<file path="config.mk">
export PLATFORM = sky130hd
export DESIGN_NAME = practice_session_ctrl_flat
export DESIGN_NICKNAME = d
export VERILOG_FILES = /design/src/rtl/practice_session_ctrl_if.sv /design/src/rtl/practice_session_ctrl.sv /design/src/flat_wrapper.sv
export SDC_FILE = /design/constraint.sdc
export NUM_CORES = 1
export LEC_CHECK = 0
export BUFFER_PORTS_ARGS = -buffer_cell sky130_fd_sc_hd__buf_2
export CAP_MARGIN = 20
export CELL_PAD_IN_SITES_DETAIL_PLACEMENT = 0
export CELL_PAD_IN_SITES_GLOBAL_PLACEMENT = 1
export CORE_ASPECT_RATIO = 0.75
export CORE_MARGIN = 2
export CORE_UTILIZATION = 50
export CTS_BUF_LIST = sky130_fd_sc_hd__clkbuf_2 sky130_fd_sc_hd__clkbuf_4 sky130_fd_sc_hd__clkbuf_8
export DETAILED_ROUTE_END_ITERATION = 12
export HOLD_SLACK_MARGIN = 0.02
export PLACE_DENSITY = 0.88
export SYNTH_ARGS = -nofsm -noshare
export SYNTH_HDL_FRONTEND = slang
export SYNTH_SLANG_ARGS = --single-unit
</file>
<file path="constraint.sdc">
create_clock -name clk -period 6.9 [get_ports clk]
set_clock_uncertainty 0.15 [all_clocks]
set_input_delay 1.035 -clock clk [delete_from_list [all_inputs] [get_ports clk]]
set_output_delay 1.035 -clock clk [all_outputs]
set_load 0.03 [all_outputs]
</file>
<file path="src/rtl/practice_session_ctrl_if.sv">
// Bundles the front-end requests and the controller's display/feedback outputs.
// The master side is the key/button front end; the slave side is the session controller.
interface practice_session_ctrl_if #(
    parameter int SCORE_W = 8
);
    logic               mode_toggle_pulse;
    logic               correct_evt;
    logic               wrong_evt;
    logic               finished_evt;
    logic               practice_mode_active;
    logic               session_done;
    logic               led_correct;
    logic               led_wrong;
    logic [SCORE_W-1:0] correct_count;
    logic [SCORE_W-1:0] wrong_count;
    logic [1:0]         session_result;
    logic [1:0]         state_out;

    modport master (
        output mode_toggle_pulse, correct_evt, wrong_evt, finished_evt,
        input  practice_mode_active, session_done, led_correct, led_wrong,
        input  correct_count, wrong_count, session_result, state_out
    );

    modport slave (
        input  mode_toggle_pulse, correct_evt, wrong_evt, finished_evt,
        output practice_mode_active, session_done, led_correct, led_wrong,
        output correct_count, wrong_count, session_result, state_out
    );
endinterface

</file>
<file path="src/rtl/practice_session_ctrl.sv">
// Practice session controller: IDLE/RUN/DONE sequencing, saturating scoring,
// timed LED feedback and session result reporting. Every output comes from a flop.
module practice_session_ctrl #(
    parameter int FEEDBACK_CYCLES  = 10_000_000,
    parameter int TIMEOUT_CYCLES   = 1_500_000_000,
    parameter int DONE_HOLD_CYCLES = 100_000_000,
    parameter int SCORE_W          = 8
) (
    input  logic                    clk,
    input  logic                    rst,
    practice_session_ctrl_if.slave  bus
);
    localparam int FB_W = $clog2(FEEDBACK_CYCLES + 1);
    localparam int TO_W = $clog2(TIMEOUT_CYCLES + 1);
    localparam int DH_W = $clog2(DONE_HOLD_CYCLES + 1);

    localparam logic [FB_W-1:0] FB_LOAD = FB_W'(FEEDBACK_CYCLES);
    localparam logic [TO_W-1:0] TO_LAST = TO_W'(TIMEOUT_CYCLES - 1);
    localparam logic [DH_W-1:0] DH_LAST = DH_W'(DONE_HOLD_CYCLES - 1);

    typedef enum logic [1:0] {
        IDLE = 2'd0,
        RUN  = 2'd1,
        DONE = 2'd2
    } state_t;

    state_t               state;
    state_t               state_nxt;
    logic [TO_W-1:0]      to_cnt;
    logic [DH_W-1:0]      hold_cnt;
    logic [FB_W-1:0]      fb_cnt;
    logic [SCORE_W-1:0]   correct_q;
    logic [SCORE_W-1:0]   wrong_q;
    logic [1:0]           result_q;
    logic                 led_correct_q;
    logic                 led_wrong_q;
    logic                 active_q;
    logic                 done_q;

    logic toggle;
    logic correct;
    logic wrong;
    logic finished;
    logic any_evt;
    logic timed_out;
    logic hold_over;

    assign toggle    = bus.mode_toggle_pulse;
    assign correct   = bus.correct_evt;
    assign wrong     = bus.wrong_evt;
    assign finished  = bus.finished_evt;
    assign any_evt   = correct | wrong;
    assign timed_out = (to_cnt == TO_LAST);
    assign hold_over = (hold_cnt == DH_LAST);

    // Exit priority in RUN: song completion beats user abort beats inactivity timeout.
    always_comb begin
        state_nxt = state;
        case (state)
            IDLE: if (toggle) state_nxt = RUN;
            RUN: begin
                if (finished)       state_nxt = DONE;
                else if (toggle)    state_nxt = IDLE;
                else if (timed_out) state_nxt = IDLE;
            end
            DONE: if (toggle || hold_over) state_nxt = IDLE;
            default: state_nxt = IDLE;
        endcase
    end

    always_ff @(posedge clk or posedge rst) begin
        if (rst) begin
            state    <= IDLE;
            active_q <= 1'b0;
            done_q   <= 1'b0;
        end else begin
            state    <= state_nxt;
            active_q <= (state_nxt == RUN);
            done_q   <= (state_nxt == DONE);
        end
    end

    // Scores and result survive into IDLE so the last session stays on the display.
    always_ff @(posedge clk or posedge rst) begin
        if (rst) begin
            correct_q <= '0;
            wrong_q   <= '0;
            result_q  <= 2'd0;
            to_cnt    <= '0;
            hold_cnt  <= '0;
        end else begin
            case (state)
                IDLE: begin
                    if (toggle) begin
                        correct_q <= '0;
                        wrong_q   <= '0;
                        result_q  <= 2'd0;
                        to_cnt    <= '0;
                    end
                end
                RUN: begin
                    if (correct && (correct_q != '1)) correct_q <= correct_q + 1'b1;
                    if (wrong && (wrong_q != '1))     wrong_q   <= wrong_q + 1'b1;
                    to_cnt <= any_evt ? '0 : to_cnt + 1'b1;
                    if (finished) begin
                        result_q <= 2'd1;
                        hold_cnt <= '0;
                    end else if (toggle) begin
                        result_q <= 2'd2;
                    end else if (timed_out) begin
                        result_q <= 2'd3;
                    end
                end
                DONE: hold_cnt <= hold_cnt + 1'b1;
                default: ;
            endcase
        end
    end

    // Feedback keeps draining after RUN is left, so a late note still gets its full pulse.
    always_ff @(posedge clk or posedge rst) begin
        if (rst) begin
            fb_cnt        <= '0;
            led_correct_q <= 1'b0;
            led_wrong_q   <= 1'b0;
        end else if ((state == RUN) && any_evt) begin
            fb_cnt        <= FB_LOAD;
            led_wrong_q   <= wrong;
            led_correct_q <= ~wrong;
        end else if (fb_cnt != '0) begin
            fb_cnt <= fb_cnt - 1'b1;
            if (fb_cnt == FB_W'(1)) begin
                led_correct_q <= 1'b0;
                led_wrong_q   <= 1'b0;
            end
        end
    end

    assign bus.state_out            = state;
    assign bus.practice_mode_active = active_q;
    assign bus.session_done         = done_q;
    assign bus.led_correct          = led_correct_q;
    assign bus.led_wrong            = led_wrong_q;
    assign bus.correct_count        = correct_q;
    assign bus.wrong_count          = wrong_q;
    assign bus.session_result       = result_q;
endmodule
</file>
<file path="src/flat_wrapper.sv">
// flat-port wrapper written by rule: the top's interface ports become plain ports
module practice_session_ctrl_flat 
#(
    parameter int FEEDBACK_CYCLES  = 10_000_000,
    parameter int TIMEOUT_CYCLES   = 1_500_000_000,
    parameter int DONE_HOLD_CYCLES = 100_000_000,
    parameter int SCORE_W          = 8
)
  (clk, rst, bus_mode_toggle_pulse, bus_correct_evt, bus_wrong_evt, bus_finished_evt, bus_practice_mode_active, bus_session_done, bus_led_correct, bus_led_wrong, bus_correct_count, bus_wrong_count, bus_session_result, bus_state_out);
  practice_session_ctrl_if #(.SCORE_W(SCORE_W)) bus_i ();
  input  logic clk;
  input  logic rst;
  input wire logic [$bits(bus_i.mode_toggle_pulse)-1:0] bus_mode_toggle_pulse;
  input wire logic [$bits(bus_i.correct_evt)-1:0] bus_correct_evt;
  input wire logic [$bits(bus_i.wrong_evt)-1:0] bus_wrong_evt;
  input wire logic [$bits(bus_i.finished_evt)-1:0] bus_finished_evt;
  output wire logic [$bits(bus_i.practice_mode_active)-1:0] bus_practice_mode_active;
  output wire logic [$bits(bus_i.session_done)-1:0] bus_session_done;
  output wire logic [$bits(bus_i.led_correct)-1:0] bus_led_correct;
  output wire logic [$bits(bus_i.led_wrong)-1:0] bus_led_wrong;
  output wire logic [$bits(bus_i.correct_count)-1:0] bus_correct_count;
  output wire logic [$bits(bus_i.wrong_count)-1:0] bus_wrong_count;
  output wire logic [$bits(bus_i.session_result)-1:0] bus_session_result;
  output wire logic [$bits(bus_i.state_out)-1:0] bus_state_out;
  assign bus_i.mode_toggle_pulse = bus_mode_toggle_pulse;
  assign bus_i.correct_evt = bus_correct_evt;
  assign bus_i.wrong_evt = bus_wrong_evt;
  assign bus_i.finished_evt = bus_finished_evt;
  assign bus_practice_mode_active = bus_i.practice_mode_active;
  assign bus_session_done = bus_i.session_done;
  assign bus_led_correct = bus_i.led_correct;
  assign bus_led_wrong = bus_i.led_wrong;
  assign bus_correct_count = bus_i.correct_count;
  assign bus_wrong_count = bus_i.wrong_count;
  assign bus_session_result = bus_i.session_result;
  assign bus_state_out = bus_i.state_out;
  practice_session_ctrl #(.FEEDBACK_CYCLES(FEEDBACK_CYCLES), .TIMEOUT_CYCLES(TIMEOUT_CYCLES), .DONE_HOLD_CYCLES(DONE_HOLD_CYCLES), .SCORE_W(SCORE_W)) u_core (.clk(clk), .rst(rst), .bus(bus_i));
endmodule
</file>
==> metrics, run 1 <==
status completed; total track usage 23.20%; port buffer count 29; first-pass GRT wire length 23.62 mm; most used flip-flop cell after synthesis dfrtp_1; Slew @ Worst Pin 0.9273 ns; RSZ-0062 raised after global routing false; initial antenna violation count 0; Mapped Area 5808 um^2; most frequent cells in the layout 106 x dfrtp_1, 67 x nand2_1, 51 x nand3_1; commonest non-fill, non-tap cell in the layout dfrtp_1; Core Rows 34; vias per inst 6.459; DRC Markers 0; Crit path buffers/inverters 1; depth of the CTS H-tree 3; Setup violations, final 0; Static Leak 2.432 nW; delay-heaviest family, CP simple AND/OR/NAND/NOR gates; relative slew slack 37.95%; setup TNS 0 ns; vias in the first global route 4,839; HP Class reg2reg; layout cells sized above 1 9.801%; final slew viol count 0; Max Clk Rate 0.3673 GHz; gpl congestion 0.8256; arrival time at the worst endpoint 2.87 ns; CP Data Required Time 7.04 ns; Critical Path Max Stage Delay 0.60 ns; Die Area 12,500 um^2; Clk Latency, worst-skew pair 0.38 ns; flops & latches, synth 106; area grow syn2layout 7.561%; total CTS buffers 9; hold buffers post-CTS 0; WL per Instance 17.41 um; Resize count post-CTS 0; P per Cell Area 247.7 nW/um^2; ys async rst share 100.0%; Ant. Diodes 0; CP Class reg2reg; Die H 97.34 um; Reg clk slew, reported paths 0.10 ns; CTS tree yes; Post-synth EDFFs 0; ANT nets after route 0; Core Region 11,440 um^2; router iterations before antenna repair 5; register area share after synthesis 45.67%; Syn Nets 647; Final nets 661; Final Hold Viols 0; initial core utilization 50.75%; post-synthesis area per instance 9.147 um^2; max_cap viols 0; count of cell types in the netlist 60; Die W 128.5 um; Post-Syn Instances 635; capturing element type of the critical path register; Post-CTS Setup Repair Bufs 0; largest net degree at the start of global routing 59; Final Cycle Share 39.45%; Detailed Place HPWL 9.503 mm; initial DRC count 374; root buffer cell clkbuf_8; grt ovf 0; CP Cell Sequence inv_1 -> ha_1 -> nor4b_1 -> nand3_1 -> or4_1 -> a21oi_1; overall via count from detail_route 5,148; Num Clock Sinks 106; Max stage delay cell, worst path or4_1; I/O pin count 30; clk buf depth 2; post-layout min period 2.722 ns; number of synthesis warnings 0; fillers 1,023; startpoint types register; Max FO, Critical Path 13; final wirelength 13.87 mm; peak supply drop 141.0 uV; final total power 1.547 mW
-- synthesized netlist by cell type, types with 3 or more instances --
library cell	n	share of area, %
o31ai_1	32	4.1
nand2_1	67	4.3
nor4b_1	5	0.75
or3_1	12	1.3
and3_1	11	1.2
nand2b_1	13	1.4
o41ai_1	3	0.45
a21oi_1	43	3.7
and4_1	5	0.75
nor4_1	18	1.9
o311ai_0	3	0.45
ha_1	6	1.3
o21ai_0	32	2.8
nand4_1	24	2.6
o211ai_1	7	0.90
nor3_1	12	1.0
nor2_1	31	2.0
or4_1	34	4.4
a31o_2	4	0.60
nand3_1	51	4.4
xnor2_1	5	0.75
inv_1	14	0.90
and2_1	4	0.43
xor2_1	8	1.2
mux2i_1	16	2.8
a31oi_1	3	0.32
dfrtp_1	106	46
clkbuf_1	28	1.8
-- state kept, by name, summed over array words and instances, names as in the netlist --
name                             flops
u_core.bus.correct_count             8
u_core.bus.led_correct               1
u_core.bus.led_wrong                 1
u_core.bus.practice_mode_active      1
u_core.bus.session_done              1
u_core.bus.session_result            2
u_core.bus.state_out                 2
u_core.bus.wrong_count               8
u_core.fb_cnt                       24
u_core.hold_cnt                     27
u_core.to_cnt                       31
-- cell families after synthesis --
kind of cell               count (synthesis)  synth area share (%)
AOI/OAI and AO/OA                        143                 15.83
xor gates and xnor gates                  13                 1.960
buffers and inverters                     44                 2.865
adders and majority gates                  6                 1.293
muxes                                     16                 2.757
and+or+nand+nor                          307                 29.62
DFF                                      106                 45.67
-- final timing paths --
| kind | startpoint | to | depth (start not counted) | slack, ns |
|---|---|---|---|---|
| worst max-delay path | u_core.fb_cnt[0] | u_core.fb_cnt[18] | 6 | 4.18 |
| worst min register to register | u_core.hold_cnt[22] | u_core.hold_cnt[22] | 1 | 0.34 |
| min in group asynchronous | rst | u_core.fb_cnt[20] | 2 | 0.63 |
| worst min-delay path | u_core.hold_cnt[22] | u_core.hold_cnt[22] | 1 | 0.34 |
| max in group asynchronous | rst | u_core.hold_cnt[22] | 3 | 4.84 |
| worst max register to register | u_core.fb_cnt[0] | u_core.fb_cnt[18] | 6 | 4.18 |
-- stage by stage --
| step | setup slack, ns | util (%) | hold WS (ns) | instances | cell area (um^2) |
|---|---|---|---|---|---|
| after global placement | 3.976 | 52.89 | 0.3115 | 782 | 6052 |
| final | 4.178 | 54.59 | 0.3404 | 797 | 6247 |
| after detailed placement | 3.914 | 52.89 | 0.3234 | 782 | 6052 |
| after CTS | 4.261 | 54.59 | 0.3451 | 797 | 6247 |
| after global routing | 4.089 | 54.59 | 0.3701 | 797 | 6247 |
| after floorplan | 2.926 | - | 0.2910 | 635 | 5808 |
-- cell type report --
class	instances	area [um^2]	area share [%]
repair buffers	33	175.2	2.804
inverters	14	55.05	0.8812
clock inverters	5	63.81	1.021
well taps	144	180.2	2.884
multi-input cells	485	2989	47.85
clock buffers	10	131.4	2.103
flip-flops and latches	106	2653	42.46
-- power by group --
| part | switching, mW | internal, mW |
|---|---|---|
| Clock | 0.226 | 0.174 |
| Sequential | 0.0854 | 0.684 |
| Combinational | 0.254 | 0.124 |
| Total | 0.565 | 0.982 |
-- metal layers --
layer | global-route usage (%) | up-vias | wire length [um]
met4 | 5.579 | 0 | 155
met1 | 35.06 | 2557 | 6782
met3 | 4.185 | 16 | 669
met2 | 34.62 | 125 | 6267
met5 | 0 | - | 0
li1 | - | 2450 | -
No activity file was read; power rests on OpenSTA's default activity.
==> run 2, diff against run 1 <==
Settings changed: CORE_UTILIZATION 50 to 49, PLACE_DENSITY 0.88 to 0.87.
Clock period 6.9 ns to 2.7 ns, I/O delays scaled along.
==> metrics, run 2 (same netlist as run 1, synthesis figures left out) <==
root buffer cell clkbuf_8 (unchanged); I/O pin count 30 (unchanged); final wirelength 14.06 mm (was 13.87 mm); Slew @ Worst Pin 0.7302 ns (was 0.9273 ns); Core Rows 34 (unchanged); area grow syn2layout 11.18% (was 7.561%); Critical Path Max Stage Delay 0.61 ns (was 0.60 ns); Final Hold Viols 0 (unchanged); capturing element type of the critical path register (unchanged); Max FO, Critical Path 10 (was 13); router iterations before antenna repair 5 (unchanged); CP Data Required Time 2.86 ns (was 7.04 ns); overall via count from detail_route 5,220 (was 5,148); Setup violations, final 0 (unchanged); layout cells sized above 1 12.87% (was 9.801%); depth of the CTS H-tree 3 (unchanged); Die W 129.7 um (was 128.5 um); initial core utilization 50.19% (was 50.75%); Post-CTS Setup Repair Bufs 0 (unchanged); RSZ-0062 raised after global routing false (unchanged); Core Region 11,570 um^2 (was 11,440 um^2); initial antenna violation count 0 (unchanged); Final Cycle Share 89.71% (was 39.45%); CP Cell Sequence inv_1 -> ha_1 -> nor4b_1 -> buf_4 -> and3_1 -> a2111oi_0 -> mux2i_1 (was inv_1 -> ha_1 -> nor4b_1 -> nand3_1 -> or4_1 -> a21oi_1); non-filler cells, final 838 (was 797); Reg with most FFs u_core.to_cnt (unchanged); Die H 98.29 um (was 97.34 um); largest net degree at the start of global routing 46 (was 59); Max stage delay cell, worst path a2111oi_0 (was or4_1); Max Clk Rate 0.4129 GHz (was 0.3673 GHz); most frequent cells in the layout 106 x dfrtp_1, 67 x nand2_1, 51 x nand3_1 (unchanged); vias in the first global route 4,849 (was 4,839); Reg clk slew, reported paths 0.10 ns (about the same); setup TNS 0 ns (unchanged); max_cap viols 0 (unchanged); commonest non-fill, non-tap cell in the layout dfrtp_1 (unchanged); arrival time at the worst endpoint 2.58 ns (was 2.87 ns); Top Registers u_core.to_cnt x31, u_core.hold_cnt x27, u_core.fb_cnt x24 (unchanged); ANT nets after route 0 (unchanged); HP Class in2reg (was reg2reg); peak supply drop 331.7 uV (was 141.0 uV); total CTS buffers 9 (unchanged); Clk Latency, worst-skew pair 0.38 ns (about the same); Placed Instances 822 (was 782); fillers 1,077 (was 1,023); CP Class reg2reg (unchanged); WL per Instance 16.77 um (was 17.41 um); Detailed Place HPWL 9.916 mm (was 9.503 mm); Ant. Diodes 0 (unchanged); status completed (unchanged); Num Clock Sinks 106 (unchanged); first-pass GRT wire length 23.63 mm (was 23.62 mm); P per Cell Area 620.3 nW/um^2 (was 247.7 nW/um^2); max reg flops 31 (unchanged); gpl congestion 0.8483 (was 0.8256); initial DRC count 298 (was 374); port buffer count 29 (unchanged); relative slew slack 51.21% (was 37.95%); clk buf depth 2 (unchanged); CTS tree yes (unchanged); Static Leak 2.539 nW (was 2.432 nW); startpoint types register (unchanged); Multi-input gate area 2995 um^2 (was 2989 um^2); total track usage 22.89% (was 23.20%); vias per inst 6.229 (was 6.459); DRC Markers 0 (unchanged); Die Area 12,750 um^2 (was 12,500 um^2); final slew viol count 0 (unchanged); Final nets 684 (was 661); post-layout min period 2.422 ns (was 2.722 ns); Reg area 2653 um^2 (unchanged); grt ovf 0 (unchanged)
==> run 2: path summary, 6_finish.rpt <==
check	start	endpoint	slack (ns)	cells after the start
max in group asynchronous	rst	u_core.bus.wrong_count[4]	1.17	4
max reg2reg	u_core.fb_cnt[0]	u_core.fb_cnt[3]	0.28	7
min in group asynchronous	rst	u_core.to_cnt[26]	0.53	3
min	bus_mode_toggle_pulse	u_core.bus.state_out[1]	0.19	2
max	u_core.fb_cnt[0]	u_core.fb_cnt[3]	0.28	7
min reg2reg	u_core.hold_cnt[22]	u_core.hold_cnt[22]	0.33	1
==> run 2: critical path: cells and delay by family (launching register included) <==
family / cells / cell delay, ns
AO/OA/AOI/OAI: 1 / 0.61
multiplexers: 1 / 0.24
AND/OR/NAND/NOR: 2 / 0.46
buffers and inverters: 2 / 0.23
flip-flops: 1 / 0.43
adder cells (fa/ha/maj): 1 / 0.24
==> run 2: metal layers <==
metal	up-vias	global-route usage, %	share of wire [%]
li1	2510	-	-
met1	2561	35.40	50
met2	141	33.11	43
met3	8	4.932	6.0
met4	0	4.632	0.67
met5	-	0	0
==> run 2: final cells by class <==
cell class                      instances  share of cell area, %
Multi-Input combinational cell        485                  46.39
Sequential cell                       106                  41.08
Timing Repair Buffer                   56                  5.619
Tap cell                              162                  3.139
Clock buffer                           10                  2.034
Clock inverter                          5                 0.8719
Inverter                               14                 0.8719
==> run 2: what timing repair did <==
item,CTS,global route
hold endpoints to repair,27,0
resized for setup,0,1
endpoints found under the setup margin,0,2
hold buffers,1,0
==> run 2: power breakdown <==
| part | internal, mW | total (mW) | switching (mW) | leakage, nW |
|---|---|---|---|---|
| sequential | 1.75 | 1.98 | 0.229 | 1.41 |
| clock | 0.433 | 0.975 | 0.542 | 0.0955 |
| combinational | 0.376 | 1.05 | 0.677 | 1.03 |
==> run 2: per-stage QoR <==
step	power, mW	hold slack, ns	cell area (um^2)	util (%)	setup WS, ns
global placement	3.005	0.3194	6254	54.04	0.3096
finish	4.006	0.1867	6457	55.81	0.2779
floorplan	2.688	0.2910	5812	-	0.4213
detailed placement	3.048	0.3292	6254	54.04	0.2323
global route	4.253	0.1676	6457	55.81	0.005893
CTS	4.032	0.1641	6451	55.75	0.2212
==> run 3, diff against run 2 <==
Settings changed: ABC_AREA set to 1, CORE_UTILIZATION 49 to 46.
==> metrics, run 3 <==
most common cell in the netlist nand2_1 (was dfrtp_1); setup TNS 0 ns (unchanged); clock share of power 23.9% (was 24.3%); Synth Area in Adders 1.140% (was 1.293%); grt peak-use layer met1 (unchanged); final wirelength 16.67 mm (was 14.06 mm); WL per Instance 14.10 um (was 16.77 um); ANT nets after route 0 (unchanged); Resize count post-CTS 0 (unchanged); Ant. Diodes 0 (unchanged); largest net degree at the start of global routing 62 (was 46); post-synthesis xor/xnor area fraction 2.661% (was 1.960%); final slew viol count 0 (unchanged); most used flip-flop cell after synthesis dfrtp_1 (unchanged); Slew @ Worst Pin 0.5898 ns (was 0.7302 ns); reg2reg end u_core.fb_cnt[1] (was u_core.fb_cnt[3]); sequential power share 46.0% (was 49.4%); Detailed Place HPWL 12.74 mm (was 9.916 mm); r2r startpoint u_core.bus.state_out[0] (was u_core.fb_cnt[0]); initial core utilization 47.55% (was 50.19%); Die H 107.6 um (was 98.29 um); clk buf depth 2 (unchanged); fillers 1,421 (was 1,077); Die Area 15,290 um^2 (was 12,750 um^2); final design instance area without fill 7118 um^2 (was 6457 um^2); HP Class in2reg (unchanged); router iterations before antenna repair 6 (was 5); Post-synth EDFFs 0 (unchanged); Post-CTS Setup Repair Bufs 0 (unchanged); Final Cycle Share 77.09% (was 89.71%); initial antenna violation count 0 (unchanged); Reg clk slew, reported paths 0.12 ns (was 0.10 ns); most frequent cells in the layout 297 x nand2_1, 149 x nor2_1, 115 x inv_1 (was 106 x dfrtp_1, 67 x nand2_1, 51 x nand3_1); Core Region 13,840 um^2 (was 11,570 um^2); flop-to-flop setup slack 0.62 ns (was 0.28 ns); number of synthesis warnings 0 (unchanged); Num Clock Sinks 106 (unchanged); post-layout min period 2.082 ns (was 2.422 ns); RSZ-0062 raised after global routing false (unchanged); overall via count from detail_route 6,049 (was 5,220); gpl congestion 0.9658 (was 0.8483); Static Leak 3.352 nW (was 2.539 nW); pre-CTS WS 0.6679 ns (was 0.2323 ns); Final Hold Viols 0 (unchanged); Final nets 1,014 (was 684); placed cell area 6909 um^2 (was 6254 um^2); layout cells sized above 1 9.335% (was 12.87%); Reg with most FFs u_core.to_cnt (unchanged); cells on worst reg2reg path 7 (unchanged); combinational share of power 30.1% (was 26.3%); port buffer count 29 (unchanged); compound-gate portion of the synthesized area 5.341% (was 15.83%); total track usage 23.29% (was 22.89%); Core Rows 37 (was 34); CP Class reg2reg (unchanged); CP endpoint u_core.fb_cnt[1] (was u_core.fb_cnt[3]); post-route setup slack 0.6185 ns (was 0.2779 ns); Placed Instances 1,165 (was 822); relative slew slack 60.38% (was 51.21%); Max Clk Rate 0.4804 GHz (was 0.4129 GHz); capturing element type of the critical path register (unchanged); arrival time at the worst endpoint 2.26 ns (was 2.58 ns); DRC Markers 0 (unchanged); grt ovf 0 (unchanged); main combinational cell family by area after synthesis simple AND/OR/NAND/NOR gates (unchanged); GR Util met1 35.52% (was 35.40%); Syn Nets 982 (was 647); Die W 142.1 um (was 129.7 um); Mapped Area 6583 um^2 (was 5808 um^2); cell taking the most area after synthesis dfrtp_1 (unchanged); peak supply drop 317.4 uV (was 331.7 uV); area grow syn2layout 8.135% (was 11.18%); CP Data Required Time 2.88 ns (was 2.86 ns); Internal 2.610 mW (was 2.558 mW); Clk Latency, worst-skew pair 0.40 ns (was 0.38 ns); mux contribution to synthesized area 0% (was 2.757%); count of cell types in the netlist 35 (was 60); status completed (unchanged); grt met2 use 32.85% (was 33.11%); vias per inst 5.118 (was 6.229); startpoint types register (unchanged); Synth area leaders dfrtp_1 40%, nand2_1 17%, nor2_1 8.5% (was dfrtp_1 46%, nand3_1 4.4%, or4_1 4.4%); ys async rst share 100.0% (unchanged); initial DRC count 528 (was 298); max_cap viols 0 (unchanged); total CTS buffers 9 (unchanged); P per Cell Area 618.3 nW/um^2 (was 620.3 nW/um^2); I/O pin count 30 (unchanged); depth of the CTS H-tree 3 (unchanged); flops & latches, synth 106 (unchanged); Synth top area share 40.30% (was 45.67%); first-pass GRT wire length 27.97 mm (was 23.63 mm); hold buffers post-CTS 1 (unchanged); GR Util met3 5.783% (was 4.932%); commonest non-fill, non-tap cell in the layout nand2_1 (was dfrtp_1); non-filler cells, final 1,182 (was 838); vias in the first global route 5,492 (was 4,849); Switching Share 40.69% (was 36.15%); Top Registers u_core.to_cnt x31, u_core.hold_cnt x27, u_core.fb_cnt x24 (unchanged); CTS tree yes (unchanged); max reg flops 31 (unchanged); post-synthesis simple-gate area fraction 41.82% (was 29.62%); post-synthesis area per instance 6.786 um^2 (was 9.147 um^2); Max FO, Critical Path 16 (was 10); register area share after synthesis 40.30% (was 45.67%); net switching power 1.791 mW (was 1.448 mW); Setup violations, final 0 (unchanged); Post-Syn Instances 970 (was 635); root buffer cell clkbuf_8 (unchanged); CP startpoint u_core.bus.state_out[0] (was u_core.fb_cnt[0]); Post-synth top cells 297 x nand2_1, 149 x nor2_1, 116 x inv_1 (was 106 x dfrtp_1, 67 x nand2_1, 51 x nand3_1)
[run 3: cell types whose count changed in the layout (fill, tap and decap cells not counted), moves of 18 or more]
cell     before  now
nand2_1      67  297
nor2_1       31  149
inv_1        13  115
nand3_1      51   95
or4_1        34    0
o31ai_1      32    2
a21oi_1      43   21
buf_4        25    6
nor4_1       18    0
[run 3: worst min path at each step]
stage | startpoint | to | slack [ns] | cells after the start
after CTS | bus_finished_evt | u_core.bus.session_result[1] | 0.12 | 4
after floorplan | u_core.fb_cnt[0] | u_core.fb_cnt[0] | 0.33 | 2
after detailed placement | rst | u_core.hold_cnt[18] | 0.25 | 2
final | bus_finished_evt | u_core.bus.session_result[1] | 0.13 | 4
after global routing | bus_wrong_evt | u_core.bus.led_wrong | 0.14 | 3
after global placement | rst | u_core.hold_cnt[18] | 0.25 | 2
[run 3: cell type report]
class,count,area (um^2),share of cell area [%]
clock inverters,7,75.07,1.055
inverters,125,473.0,6.644
flip-flops and latches,106,2653,37.26
clock buffers,9,123.9,1.740
repair buffers,37,220.2,3.094
well taps,175,219.0,3.076
multi-input cells,723,3354,47.13
[run 3: cells by family (layout without fill, tap and decap cells)]
logic type	Yosys count	count (layout)
AO/OA/AOI/OAI	65	65
AND/OR/NAND/NOR	632	632
buffers and inverters	141	178
flip-flops	106	106
XOR/XNOR	20	20
adder cells (fa/ha/maj)	6	6
[run 3: power by group through the flow]
stage | sequential, mW | combinational [mW] | clock (mW)
floorplan | 2.11 | 0.914 | 0
finish | 2.02 | 1.33 | 1.05
global placement | 2.05 | 1.31 | 0
global route | 2.06 | 1.50 | 1.14
CTS | 2.02 | 1.33 | 1.09
detailed placement | 2.05 | 1.33 | 0
[run 3: per-layer routing]
layer	vias up	share of wire, %
met5	-	0
met4	0	1.4
met3	19	6.4
met2	157	40
met1	2742	52
li1	3131	-
[run 3: through the flow]
step / power, mW / hold slack (ns) / utilization (%)
final: 4.401 / 0.1281 / 51.42
after global routing: 4.695 / 0.1440 / 51.42
after CTS: 4.433 / 0.1158 / 51.42
after detailed placement: 3.372 / 0.2467 / 49.91
after global placement: 3.356 / 0.2463 / 49.91
after floorplan: 3.021 / 0.3269 / -
[run 3: worst max-delay path: stages (launching register included)]
cell and delay [ns]:
dfrtp_1 0.49, nand2_4 0.19, inv_1 0.33, nand2_1 0.28, nand4_1 0.21, buf_4 0.21, nand2_1 0.07, o21ai_1 0.07
